==> src/rtl/tlb_unit_if.sv <==
// rtl/tlb_unit_if.sv - CP0/WB and translation-path bundle for the JTLB
interface tlb_unit_if #(
  parameter int IDXW = 4
);
  // sequencer request/response
  logic            op_valid;
  logic [1:0]      op_type;
  logic            op_ready;
  logic            done;
  logic            refetch;
  // CP0 register snapshot
  logic [31:0]     c0_entryhi;
  logic [31:0]     c0_entrylo0;
  logic [31:0]     c0_entrylo1;
  logic [31:0]     c0_index;
  // probe result
  logic            tlbp;
  logic            tlbp_found;
  logic [IDXW-1:0] index;
  // read result
  logic            tlbr;
  logic [18:0]     r_vpn2;
  logic [7:0]      r_asid;
  logic            r_g;
  logic [19:0]     r_pfn0;
  logic [2:0]      r_c0;
  logic            r_d0;
  logic            r_v0;
  logic [19:0]     r_pfn1;
  logic [2:0]      r_c1;
  logic            r_d1;
  logic            r_v1;
  // combinational search port
  logic [18:0]     s_vpn2;
  logic            s_odd;
  logic [7:0]      s_asid;
  logic            s_found;
  logic [IDXW-1:0] s_index;
  logic [19:0]     s_pfn;
  logic [2:0]      s_c;
  logic            s_d;
  logic            s_v;

  modport master (
    output op_valid, op_type, c0_entryhi, c0_entrylo0, c0_entrylo1, c0_index,
    output s_vpn2, s_odd, s_asid,
    input  op_ready, done, refetch, tlbp, tlbp_found, index,
    input  tlbr, r_vpn2, r_asid, r_g, r_pfn0, r_c0, r_d0, r_v0,
    input  r_pfn1, r_c1, r_d1, r_v1,
    input  s_found, s_index, s_pfn, s_c, s_d, s_v
  );

  modport slave (
    input  op_valid, op_type, c0_entryhi, c0_entrylo0, c0_entrylo1, c0_index,
    input  s_vpn2, s_odd, s_asid,
    output op_ready, done, refetch, tlbp, tlbp_found, index,
    output tlbr, r_vpn2, r_asid, r_g, r_pfn0, r_c0, r_d0, r_v0,
    output r_pfn1, r_c1, r_d1, r_v1,
    output s_found, s_index, s_pfn, s_c, s_d, s_v
  );
endinterface

==> src/rtl/tlb_unit.sv <==
// rtl/tlb_unit.sv - 16-entry dual-page JTLB with TLBP/TLBR/TLBWI sequencer
module tlb_unit #(
  parameter int TLBNUM = 16,
  parameter int IDXW   = 4
) (
  input logic        clk,
  input logic        rst,
  tlb_unit_if.slave  bus
);

  localparam logic [1:0] OP_TLBP  = 2'b01;
  localparam logic [1:0] OP_TLBR  = 2'b10;
  localparam logic [1:0] OP_TLBWI = 2'b11;

  typedef enum logic [1:0] {S_IDLE, S_EXEC, S_RESP} state_t;

  state_t state_q, state_d;

  // operation latch: CP0 snapshot taken at accept
  logic [1:0]      op_q;
  logic [18:0]     vpn2_q;
  logic [7:0]      asid_q;
  logic [25:0]     lo0_q;
  logic [25:0]     lo1_q;
  logic [IDXW-1:0] idx_q;

  // entry storage
  logic [18:0] e_vpn2_q [TLBNUM];
  logic [7:0]  e_asid_q [TLBNUM];
  logic        e_g_q    [TLBNUM];
  logic [19:0] e_pfn0_q [TLBNUM];
  logic [2:0]  e_c0_q   [TLBNUM];
  logic        e_d0_q   [TLBNUM];
  logic        e_v0_q   [TLBNUM];
  logic [19:0] e_pfn1_q [TLBNUM];
  logic [2:0]  e_c1_q   [TLBNUM];
  logic        e_d1_q   [TLBNUM];
  logic        e_v1_q   [TLBNUM];

  // held result registers
  logic            found_q;
  logic [IDXW-1:0] pidx_q;
  logic [18:0]     r_vpn2_q;
  logic [7:0]      r_asid_q;
  logic            r_g_q;
  logic [19:0]     r_pfn0_q, r_pfn1_q;
  logic [2:0]      r_c0_q, r_c1_q;
  logic            r_d0_q, r_v0_q, r_d1_q, r_v1_q;

  logic            accept;
  logic            p_hit;
  logic [IDXW-1:0] p_idx;
  logic            s_hit;
  logic [IDXW-1:0] s_idx;

  // CP0 bits the TLB does not hold
  logic unused_bits;
  assign unused_bits = ^{bus.c0_entryhi[12:8], bus.c0_entrylo0[31:26],
                         bus.c0_entrylo1[31:26], bus.c0_index[31:IDXW]};

  assign accept = bus.op_valid && (state_q == S_IDLE) && (bus.op_type != 2'b00);

  // sequencer state register
  always_ff @(posedge clk or posedge rst) begin
    if (rst) state_q <= S_IDLE;
    else     state_q <= state_d;
  end

  // sequencer next state and response pulses
  always_comb begin
    state_d      = state_q;
    bus.op_ready = 1'b0;
    bus.done     = 1'b0;
    bus.tlbp     = 1'b0;
    bus.tlbr     = 1'b0;
    bus.refetch  = 1'b0;
    unique case (state_q)
      S_IDLE: begin
        bus.op_ready = 1'b1;
        if (accept) state_d = S_EXEC;
      end
      S_EXEC: state_d = S_RESP;
      S_RESP: begin
        bus.done    = 1'b1;
        bus.tlbp    = (op_q == OP_TLBP);
        bus.tlbr    = (op_q == OP_TLBR);
        bus.refetch = (op_q == OP_TLBWI);
        state_d     = S_IDLE;
      end
      default: state_d = S_IDLE;
    endcase
  end

  // snapshot CP0 on accept so later CP0 writes cannot disturb the operation
  always_ff @(posedge clk or posedge rst) begin
    if (rst) begin
      op_q   <= 2'b00;
      vpn2_q <= '0;
      asid_q <= '0;
      lo0_q  <= '0;
      lo1_q  <= '0;
      idx_q  <= '0;
    end else if (accept) begin
      op_q   <= bus.op_type;
      vpn2_q <= bus.c0_entryhi[31:13];
      asid_q <= bus.c0_entryhi[7:0];
      lo0_q  <= bus.c0_entrylo0[25:0];
      lo1_q  <= bus.c0_entrylo1[25:0];
      idx_q  <= bus.c0_index[IDXW-1:0];
    end
  end

  // probe match against latched EntryHi; descending scan leaves lowest hit
  always_comb begin
    p_hit = 1'b0;
    p_idx = '0;
    for (int i = TLBNUM - 1; i >= 0; i--) begin
      if (e_vpn2_q[i] == vpn2_q && (e_g_q[i] || e_asid_q[i] == asid_q)) begin
        p_hit = 1'b1;
        p_idx = IDXW'(i);
      end
    end
  end

  // search-port match; descending scan leaves lowest hit
  always_comb begin
    s_hit = 1'b0;
    s_idx = '0;
    for (int i = TLBNUM - 1; i >= 0; i--) begin
      if (e_vpn2_q[i] == bus.s_vpn2 && (e_g_q[i] || e_asid_q[i] == bus.s_asid)) begin
        s_hit = 1'b1;
        s_idx = IDXW'(i);
      end
    end
  end

  // search-port page select: vaddr[12] picks the odd half
  always_comb begin
    bus.s_found = s_hit;
    bus.s_index = s_idx;
    bus.s_pfn   = bus.s_odd ? e_pfn1_q[s_idx] : e_pfn0_q[s_idx];
    bus.s_c     = bus.s_odd ? e_c1_q[s_idx]   : e_c0_q[s_idx];
    bus.s_d     = bus.s_odd ? e_d1_q[s_idx]   : e_d0_q[s_idx];
    bus.s_v     = bus.s_odd ? e_v1_q[s_idx]   : e_v0_q[s_idx];
  end

  // TLBWI commits at the end of EXEC
  always_ff @(posedge clk or posedge rst) begin
    if (rst) begin
      for (int i = 0; i < TLBNUM; i++) begin
        e_vpn2_q[i] <= '0;
        e_asid_q[i] <= '0;
        e_g_q[i]    <= 1'b0;
        e_pfn0_q[i] <= '0;
        e_c0_q[i]   <= '0;
        e_d0_q[i]   <= 1'b0;
        e_v0_q[i]   <= 1'b0;
        e_pfn1_q[i] <= '0;
        e_c1_q[i]   <= '0;
        e_d1_q[i]   <= 1'b0;
        e_v1_q[i]   <= 1'b0;
      end
    end else if (state_q == S_EXEC && op_q == OP_TLBWI) begin
      e_vpn2_q[idx_q] <= vpn2_q;
      e_asid_q[idx_q] <= asid_q;
      e_g_q[idx_q]    <= lo0_q[0] & lo1_q[0];
      e_pfn0_q[idx_q] <= lo0_q[25:6];
      e_c0_q[idx_q]   <= lo0_q[5:3];
      e_d0_q[idx_q]   <= lo0_q[2];
      e_v0_q[idx_q]   <= lo0_q[1];
      e_pfn1_q[idx_q] <= lo1_q[25:6];
      e_c1_q[idx_q]   <= lo1_q[5:3];
      e_d1_q[idx_q]   <= lo1_q[2];
      e_v1_q[idx_q]   <= lo1_q[1];
    end
  end

  // probe result: found always updates, index only on a hit
  always_ff @(posedge clk or posedge rst) begin
    if (rst) begin
      found_q <= 1'b0;
      pidx_q  <= '0;
    end else if (state_q == S_EXEC && op_q == OP_TLBP) begin
      found_q <= p_hit;
      if (p_hit) pidx_q <= p_idx;
    end
  end

  // read result: capture the indexed entry, held until the next TLBR
  always_ff @(posedge clk or posedge rst) begin
    if (rst) begin
      r_vpn2_q <= '0;
      r_asid_q <= '0;
      r_g_q    <= 1'b0;
      r_pfn0_q <= '0;
      r_c0_q   <= '0;
      r_d0_q   <= 1'b0;
      r_v0_q   <= 1'b0;
      r_pfn1_q <= '0;
      r_c1_q   <= '0;
      r_d1_q   <= 1'b0;
      r_v1_q   <= 1'b0;
    end else if (state_q == S_EXEC && op_q == OP_TLBR) begin
      r_vpn2_q <= e_vpn2_q[idx_q];
      r_asid_q <= e_asid_q[idx_q];
      r_g_q    <= e_g_q[idx_q];
      r_pfn0_q <= e_pfn0_q[idx_q];
      r_c0_q   <= e_c0_q[idx_q];
      r_d0_q   <= e_d0_q[idx_q];
      r_v0_q   <= e_v0_q[idx_q];
      r_pfn1_q <= e_pfn1_q[idx_q];
      r_c1_q   <= e_c1_q[idx_q];
      r_d1_q   <= e_d1_q[idx_q];
      r_v1_q   <= e_v1_q[idx_q];
    end
  end

  assign bus.tlbp_found = found_q;
  assign bus.index      = pidx_q;
  assign bus.r_vpn2     = r_vpn2_q;
  assign bus.r_asid     = r_asid_q;
  assign bus.r_g        = r_g_q;
  assign bus.r_pfn0     = r_pfn0_q;
  assign bus.r_c0       = r_c0_q;
  assign bus.r_d0       = r_d0_q;
  assign bus.r_v0       = r_v0_q;
  assign bus.r_pfn1     = r_pfn1_q;
  assign bus.r_c1       = r_c1_q;
  assign bus.r_d1       = r_d1_q;
  assign bus.r_v1       = r_v1_q;

endmodule
==> src/flat_wrapper.sv <==
// flat-port wrapper written by rule: the top's interface ports become plain ports
module tlb_unit_flat 
#(
  parameter int TLBNUM = 16,
  parameter int IDXW   = 4
)
  (clk, rst, bus_op_valid, bus_op_type, bus_c0_entryhi, bus_c0_entrylo0, bus_c0_entrylo1, bus_c0_index, bus_s_vpn2, bus_s_odd, bus_s_asid, bus_op_ready, bus_done, bus_refetch, bus_tlbp, bus_tlbp_found, bus_index, bus_tlbr, bus_r_vpn2, bus_r_asid, bus_r_g, bus_r_pfn0, bus_r_c0, bus_r_d0, bus_r_v0, bus_r_pfn1, bus_r_c1, bus_r_d1, bus_r_v1, bus_s_found, bus_s_index, bus_s_pfn, bus_s_c, bus_s_d, bus_s_v);
  tlb_unit_if #(.IDXW(IDXW)) bus_i ();
  input logic clk;
  input logic rst;
  input wire logic [$bits(bus_i.op_valid)-1:0] bus_op_valid;
  input wire logic [$bits(bus_i.op_type)-1:0] bus_op_type;
  input wire logic [$bits(bus_i.c0_entryhi)-1:0] bus_c0_entryhi;
  input wire logic [$bits(bus_i.c0_entrylo0)-1:0] bus_c0_entrylo0;
  input wire logic [$bits(bus_i.c0_entrylo1)-1:0] bus_c0_entrylo1;
  input wire logic [$bits(bus_i.c0_index)-1:0] bus_c0_index;
  input wire logic [$bits(bus_i.s_vpn2)-1:0] bus_s_vpn2;
  input wire logic [$bits(bus_i.s_odd)-1:0] bus_s_odd;
  input wire logic [$bits(bus_i.s_asid)-1:0] bus_s_asid;
  output wire logic [$bits(bus_i.op_ready)-1:0] bus_op_ready;
  output wire logic [$bits(bus_i.done)-1:0] bus_done;
  output wire logic [$bits(bus_i.refetch)-1:0] bus_refetch;
  output wire logic [$bits(bus_i.tlbp)-1:0] bus_tlbp;
  output wire logic [$bits(bus_i.tlbp_found)-1:0] bus_tlbp_found;
  output wire logic [$bits(bus_i.index)-1:0] bus_index;
  output wire logic [$bits(bus_i.tlbr)-1:0] bus_tlbr;
  output wire logic [$bits(bus_i.r_vpn2)-1:0] bus_r_vpn2;
  output wire logic [$bits(bus_i.r_asid)-1:0] bus_r_asid;
  output wire logic [$bits(bus_i.r_g)-1:0] bus_r_g;
  output wire logic [$bits(bus_i.r_pfn0)-1:0] bus_r_pfn0;
  output wire logic [$bits(bus_i.r_c0)-1:0] bus_r_c0;
  output wire logic [$bits(bus_i.r_d0)-1:0] bus_r_d0;
  output wire logic [$bits(bus_i.r_v0)-1:0] bus_r_v0;
  output wire logic [$bits(bus_i.r_pfn1)-1:0] bus_r_pfn1;
  output wire logic [$bits(bus_i.r_c1)-1:0] bus_r_c1;
  output wire logic [$bits(bus_i.r_d1)-1:0] bus_r_d1;
  output wire logic [$bits(bus_i.r_v1)-1:0] bus_r_v1;
  output wire logic [$bits(bus_i.s_found)-1:0] bus_s_found;
  output wire logic [$bits(bus_i.s_index)-1:0] bus_s_index;
  output wire logic [$bits(bus_i.s_pfn)-1:0] bus_s_pfn;
  output wire logic [$bits(bus_i.s_c)-1:0] bus_s_c;
  output wire logic [$bits(bus_i.s_d)-1:0] bus_s_d;
  output wire logic [$bits(bus_i.s_v)-1:0] bus_s_v;
  assign bus_i.op_valid = bus_op_valid;
  assign bus_i.op_type = bus_op_type;
  assign bus_i.c0_entryhi = bus_c0_entryhi;
  assign bus_i.c0_entrylo0 = bus_c0_entrylo0;
  assign bus_i.c0_entrylo1 = bus_c0_entrylo1;
  assign bus_i.c0_index = bus_c0_index;
  assign bus_i.s_vpn2 = bus_s_vpn2;
  assign bus_i.s_odd = bus_s_odd;
  assign bus_i.s_asid = bus_s_asid;
  assign bus_op_ready = bus_i.op_ready;
  assign bus_done = bus_i.done;
  assign bus_refetch = bus_i.refetch;
  assign bus_tlbp = bus_i.tlbp;
  assign bus_tlbp_found = bus_i.tlbp_found;
  assign bus_index = bus_i.index;
  assign bus_tlbr = bus_i.tlbr;
  assign bus_r_vpn2 = bus_i.r_vpn2;
  assign bus_r_asid = bus_i.r_asid;
  assign bus_r_g = bus_i.r_g;
  assign bus_r_pfn0 = bus_i.r_pfn0;
  assign bus_r_c0 = bus_i.r_c0;
  assign bus_r_d0 = bus_i.r_d0;
  assign bus_r_v0 = bus_i.r_v0;
  assign bus_r_pfn1 = bus_i.r_pfn1;
  assign bus_r_c1 = bus_i.r_c1;
  assign bus_r_d1 = bus_i.r_d1;
  assign bus_r_v1 = bus_i.r_v1;
  assign bus_s_found = bus_i.s_found;
  assign bus_s_index = bus_i.s_index;
  assign bus_s_pfn = bus_i.s_pfn;
  assign bus_s_c = bus_i.s_c;
  assign bus_s_d = bus_i.s_d;
  assign bus_s_v = bus_i.s_v;
  tlb_unit #(.TLBNUM(TLBNUM), .IDXW(IDXW)) u_core (.clk(clk), .rst(rst), .bus(bus_i));
endmodule
==> config.mk <==
export PLATFORM = sky130hd
export DESIGN_NAME = tlb_unit_flat
export DESIGN_NICKNAME = d
export VERILOG_FILES = /design/src/rtl/tlb_unit_if.sv /design/src/rtl/tlb_unit.sv /design/src/flat_wrapper.sv
export SDC_FILE = /design/constraint.sdc
export NUM_CORES = 2
export LEC_CHECK = 0
export BUFFER_PORTS_ARGS = -buffer_cell sky130_fd_sc_hd__buf_2
export CAP_MARGIN = 0
export CELL_PAD_IN_SITES_DETAIL_PLACEMENT = 1
export CELL_PAD_IN_SITES_GLOBAL_PLACEMENT = 2
export CORE_MARGIN = 2
export CORE_UTILIZATION = 48
export DETAILED_ROUTE_END_ITERATION = 8
export GPL_TIMING_DRIVEN = 1
export PLACE_DENSITY = 0.84
export RECOVER_POWER = 25
export SYNTH_ARGS = -nofsm -noshare
export SYNTH_HDL_FRONTEND = slang
export SYNTH_SLANG_ARGS = --single-unit
==> constraint.sdc <==
create_clock -name clk -period 73.7 [get_ports clk]
set_input_delay 11.055 -clock clk [delete_from_list [all_inputs] [get_ports clk]]
set_output_delay 11.055 -clock clk [all_outputs]
set_load 0.02 [all_outputs]
Yosys cells after proc, flatten, opt, wreduce, memory -nomap -nowiden
Index checks and enable logic that the tools add are counted.
{ "word_totals": {"reg_bits": 1418, "latchBits": 0, "ram_bits": 0, "rom_bits": 0, "input_bits": 161, "output_inout_bits": 118, "n_memories": 0} }
{ "op_classes": {"n_addsub": 0, "mul": 0, "div": 0, "order_cmp": 3, "eq_ne": 70, "shifts": 0, "mux": 153, "bitwise_logic": 3, "reduce_logical": 73} }
{ "op_table": {"columns": ["op", "count"], "rows": [
  ["$bwmux 320", 2],
  ["$eq 19x19->1", 32],
  ["$bmux 20 s4", 4],
  ["$bwmux 304", 1],
  ["$eq 8x8->1", 32],
  ["$mux 20", 10],
  ["$bwmux 128", 1],
  ["$mux 4", 32],
  ["$bwmux 48", 2],
  ["$bwmux 16", 5],
  ["$demux 20 s4", 1],
  ["$bmux 19 s4", 1],
  ["$demux 19 s4", 1],
  ["$mux 1", 58],
  ["$mux 19", 3],
  ["$bmux 3 s4", 4],
  ["$logic_and 1x1->1", 38],
  ["$bmux 1 s4", 9],
  ["$bmux 8 s4", 1],
  ["$demux 8 s4", 1],
  ["$logic_or 1x1->1", 32],
  ["$mux 3", 10],
  ["$mux 8", 3],
  ["$demux 3 s4", 1],
  ["13 further kinds", 18]
]} }

Logic depth before layout (Yosys ltp)
{ "logic_depth": {"depth_word": 24, "depth_mapped": 16} }

Worst setup path before layout
OpenSTA, ideal clock, no wires.
{ "synth_timing": {"kind": "input port to output port", "from": "in bus_s_asid[5]", "to": "out bus_s_pfn[11]", "t_arrival_ns": 14.372, "required_ns": 62.645, "slack_ns": 48.273, "cell_stages": 15, "cell_sequence": "buf_2 -> buf_4 -> xor2_1 -> nor4_1 -> a21oi_1 -> nor3_1 -> or4_1 -> a211oi_2 -> nand2b_1 -> a21oi_1 -> buf_2 -> buf_2 -> a22oi_1 -> nand4_1 -> nor3_1"} }
{ "synth_between": {"elab_chain_cells": 24} }
{ "synth_rtl": {"columns": ["element", "line_no", "rtl"], "rows": [
  ["start: declaration", "flat_wrapper.sv:19", "input wire logic [$bits(bus_i.s_asid)-1:0] bus_s_asid;"],
  ["$eq 8x8->1", "tlb_unit.sv:130", "if (e_vpn2_q[i] == bus.s_vpn2 && (e_g_q[i] || e_asid_q[i] == bus.s_asid)) begin"],
  ["$logic_or 1x1->1", "tlb_unit.sv:130", null],
  ["$logic_and 1x1->1", "tlb_unit.sv:130", null],
  ["$mux 4 (15 in series)", "tlb_unit.sv:130", null],
  ["$mux 4 (*)", "tlb_unit.sv:130", null],
  ["via bus_s_index[3]", "flat_wrapper.sv:39", "output wire logic [$bits(bus_i.s_index)-1:0] bus_s_index;"],
  ["$not 4->5 (not written as such) (*)", "tlb_unit.sv:141", "bus.s_pfn = bus.s_odd ? e_pfn1_q[s_idx] : e_pfn0_q[s_idx];"],
  ["$bmux 20 s4", "tlb_unit.sv:141", null],
  ["$mux 20 (not written as such) (2 in series)", "tlb_unit.sv:141", null],
  ["$mux 20 (*)", "tlb_unit.sv:141", null],
  ["end: declaration", "flat_wrapper.sv:40", "output wire logic [$bits(bus_i.s_pfn)-1:0] bus_s_pfn;"]
]} }
Mark *: on every way through the listed nets, which the timed path passes. The rest lies on a longest branch. The select of a mux whose other input is x is not followed.

Final worst setup path
{ "layout_timing": {"from": "in bus_s_vpn2[6]", "to": "out bus_s_pfn[4]"} }
{ "layout_between": {"elab_chain_cells": 23} }
{ "layout_rtl": {"columns": ["element", "line_no", "rtl"], "rows": [
  ["start: declaration", "flat_wrapper.sv:17", "input wire logic [$bits(bus_i.s_vpn2)-1:0] bus_s_vpn2;"],
  ["$eq 19x19->1", "tlb_unit.sv:130", null],
  ["$logic_and 1x1->1", "tlb_unit.sv:130", null],
  ["$mux 4 (15 in series)", "tlb_unit.sv:130", null],
  ["$mux 4 (*)", "tlb_unit.sv:130", null],
  ["$not 4->5 (not written as such) (*)", "tlb_unit.sv:141", null],
  ["$bmux 20 s4", "tlb_unit.sv:141", null],
  ["$mux 20 (not written as such) (2 in series)", "tlb_unit.sv:141", null],
  ["$mux 20 (*)", "tlb_unit.sv:141", null]
]} }
Every way passes the cells marked *; elsewhere a longest branch is shown, timed or not. The select of a mux whose other input is x is not followed.

==> metrics.md <==
| Metric | Value |
|---|---|
| Clk_lat worst skew | 830 ps |
| Top_reg_cell synth | dfrtp_1 |
| Outcome | finished, violations left |
| Commonest non-fill, non-tap cell in the layout | dfrtp_1 |
| RSZ-0062 raised after global routing | false |
| First-pass GRT wire length | around 420,000 um |
| Flops & latches, synth | 1,418 |
| Final Hold Viols | 0 |
| I/O pin count | 279 |
| Die W | 410 um |
| Root Driver | clkbuf_16 |
| Routing usage on met1 | 44.9% |
| Clk pin slew, worst setup/hold paths | 50 ps |
| CTS buffer count | approximately 160 |
| Final min period | 29,560 ps |
| RePlAce Congestion | 0.953 |
| Relative slew margins | -241% |
| Crit path kind | in -> out |
| CTS sink count | 1,418 |
| Antenna viol nets, final | 0 |
| P_leak | 0.0440 uW |
| Setup violators final | 0 |
| Layout cell share with drive strength beyond 1 | 34.6% |
| Avg Inst Size Synth | 12.6 um2 |
| Postcts setup bufs | 0 |
| Final Max Tran Viols | 1,101 |
| Iteration-0 DRC Markers | 5,123 |
| Detailed Routing Iterations Pass 1 | 5 |
| Hold Path Class | reg -> reg |
| PnR Total Power | 2600 uW |
| Failing checks | capacitance limit, slew limit |
| Placed cells | 8,294 |
| Post-CTS Hold Fix Bufs | 0 |
| Worst VDD drop | 0.0287 mV |
| Worst Path Max Fanout | 61 |
| Startpoint types | primary input |
| Part of the cycle the worst path needs | 40.1% |
| Synth cell types | 52 |
| Async S/R FF share, synth | 100% |
| Post-CTS Resized | 0 |
| Fin cells | 8,594 |
| Die Y | 410 um |
| Initial Util | between 40% and 50% |
| Post-Syn Area | 79,200 um2 |
| Vias | 55,600 |
| DR WL/cell | 33.1 um |
| Worst EP required | between 60,000 and 70,000 ps |
| Pwr dens | 29.8 nW/um2 |
| M2 GR Usage | 53.8% |
| Sequential-to-total area share from yosys stat | 44.8% |
| CTS tree | built |
| # H-tree levels | 4 |
| Total track usage | around 34% |
| # nets final | 6,429 |
| Placed Area | approximately 80,000 um2 |
| Area Growth Syn to Fin | 10.1% |
| Gr busiest metal | met2 |
| Die area | between 150,000 and 200,000 um2 |
| # DRC | 0 |
| Global Route met3 Usage | under 10% |
| Number of flops mapped to enable cells by yosys | 0 |
| Finished layout cell area | 87,100 um2 |
| Clock skew | 27.7 ps |
| Setup TNS | 0 ps |
| Fmax achieved | approximately 34 MHz |
| Total gr overflow | 0 |
| CP Capture Type | primary output |
| Filler instances | 16,400 |
| Row Count | about 150 |
| Most frequent cells in the layout | dfrtp_1, mux2_2, nand2_1, xor2_1, mux4_2 |
| Largest net degree at the start of global routing | 160 |
| Clock Path Buffers | 3 |
| Syn_nets | 6,459 |
| DP HPWL | 172,000 um |
| CP Data Arrival Time | 18,500 ps |
| Syn. warnings | 0 |
| Worst slew pin tran | 5110 ps |
| Vias in the first global route | 59,300 |
| MaxCap Viol Count | 29 |
| Vias per inst | 6.47 |
| Initial antenna violation count | 13 |
| Syn Inst Count | 6,298 |
| Core ar. | 164,000 um2 |
| Number of port buffers | around 230 |
| Final WL | 285,000 um |
==> per-stage QoR <==
stage / hold slack [ps] / utilization, % / setup slack (ps)
6_report: 498 / 53.0 / 44140
5_1_grt: 513 / 53.0 / 43900
4_1_cts: 497 / 53.1 / 44240
3_5_place_dp: 466 / 49.8 / 44330
3_3_place_gp: 465 / 49.8 / 44360
2_1_floorplan: 456 / - / 22660
==> critical path: stages <==
cell     delay (ps)
buf_2           620
xor2_1          190
nor4_1          650
nand4_1         240
nor3_1          850
nand2_1         220
a31oi_4         320
buf_4           880
buf_4           960
buf_4           950
mux2i_1         230
a22oi_1         250
nand4_1         160
nor3_1          470
buf_2           260
==> where the power goes <==
group	total [uW]	switching (uW)	internal, uW
Combinational	674	360	314
Sequential	1090	176	912
Clock	834	348	486
==> layout make-up <==
cell class	instances	area, um2	area share [%]
clock buffer	242	4820	5.53
antenna	9	22.5	0.0258
timing repair buffer	364	2120	2.43
sequential	1418	35500	40.7
tap	2189	2740	3.14
inverter	18	77.6	0.0890
clock inverter	49	662	0.760
multi-input combinational	4305	41200	47.3
==> synth_stat cells, types with 2 or more instances <==
| cell type | instances | area share [%] |
|---|---|---|
| buf_1 | 66 | 0.31 |
| o2bb2a_1 | 13 | 0.16 |
| inv_1 | 18 | 0.085 |
| and4_1 | 9 | 0.10 |
| mux2_1 | 21 | 0.30 |
| o31ai_1 | 4 | 0.038 |
| a221o_1 | 4 | 0.051 |
| nor2b_1 | 5 | 0.040 |
| or2_2 | 4 | 0.032 |
| nand3_1 | 43 | 0.27 |
| buf_6 | 33 | 0.47 |
| mux2i_1 | 350 | 4.4 |
| xnor2_1 | 180 | 2.0 |
| buf_4 | 31 | 0.29 |
| nor4_2 | 3 | 0.047 |
| o22ai_1 | 12 | 0.095 |
| a22oi_1 | 96 | 0.91 |
| buf_8 | 5 | 0.095 |
| nor4_1 | 184 | 1.5 |
| a221oi_1 | 36 | 0.40 |
| mux2_2 | 1187 | 17 |
| nor3_2 | 4 | 0.051 |
| mux4_2 | 390 | 11 |
| and3_1 | 2 | 0.016 |
| o211ai_1 | 17 | 0.16 |
| nand4_1 | 63 | 0.50 |
| a21oi_1 | 42 | 0.27 |
| nor2_1 | 37 | 0.18 |
| nand2_1 | 786 | 3.7 |
| or4_1 | 8 | 0.076 |
| xor2_1 | 684 | 7.6 |
| buf_2 | 39 | 0.25 |
| nor3_1 | 36 | 0.23 |
| o21ai_0 | 26 | 0.16 |
| dfrtp_1 | 1418 | 45 |
| or3_1 | 6 | 0.047 |
| clkbuf_1 | 383 | 1.8 |
| nand2b_1 | 12 | 0.095 |
| a22o_1 | 28 | 0.31 |
==> worst paths after layout <==
check | from | endpoint | slack [ps] | cells past startpoint
worst max-delay path | bus_s_vpn2[6] | bus_s_pfn[4] | 44140 | 15
worst min-delay path | u_core.bus.r_asid[3] | u_core.bus.r_asid[3] | 500 | 1
worst max register to register | u_core.idx_q[0] | u_core.e_asid_q[35] | 63610 | 6
worst min register to register | u_core.bus.r_asid[3] | u_core.bus.r_asid[3] | 500 | 1
max in group asynchronous | rst | u_core.bus.r_asid[4] | 57850 | 8
min in group asynchronous | rst | u_core.e_c0_q[0] | 10310 | 2
==> layer usage <==
layer  vias up  part of all wire, %
li1      22600                    -
met1     30200                   41
met2      2153                   47
met3       699                  6.4
met4        10                  5.5
met5         -                0.025
==> sequential cells by signal, summed over array words and instances, names as in the netlist, 19 cells and up <==
name and count:
u_core.bus.r_vpn2 19, u_core.e_c0_q 48, u_core.bus.r_pfn0 20, u_core.vpn2_q 19, u_core.lo0_q 26, u_core.e_pfn1_q 320, u_core.e_vpn2_q 304, u_core.e_c1_q 48
u_core.lo1_q 26, u_core.e_asid_q 128, u_core.e_pfn0_q 320, u_core.bus.r_pfn1 20
==> kinds of logic (layout without fill, tap and decap cells) <==
family / after synthesis / count (layout) / synth area share (%)
compound gates: 286 / 286 / 2.67
mux: 1948 / 1948 / 32.7
xor+xnor: 864 / 864 / 9.56
simple gates: 1207 / 1207 / 6.92
buf+inv: 575 / 673 / 3.32
other cells: 0 / 9 / 0
flops: 1418 / 1418 / 44.8
Note: power is estimated with default switching activity, not from simulation.
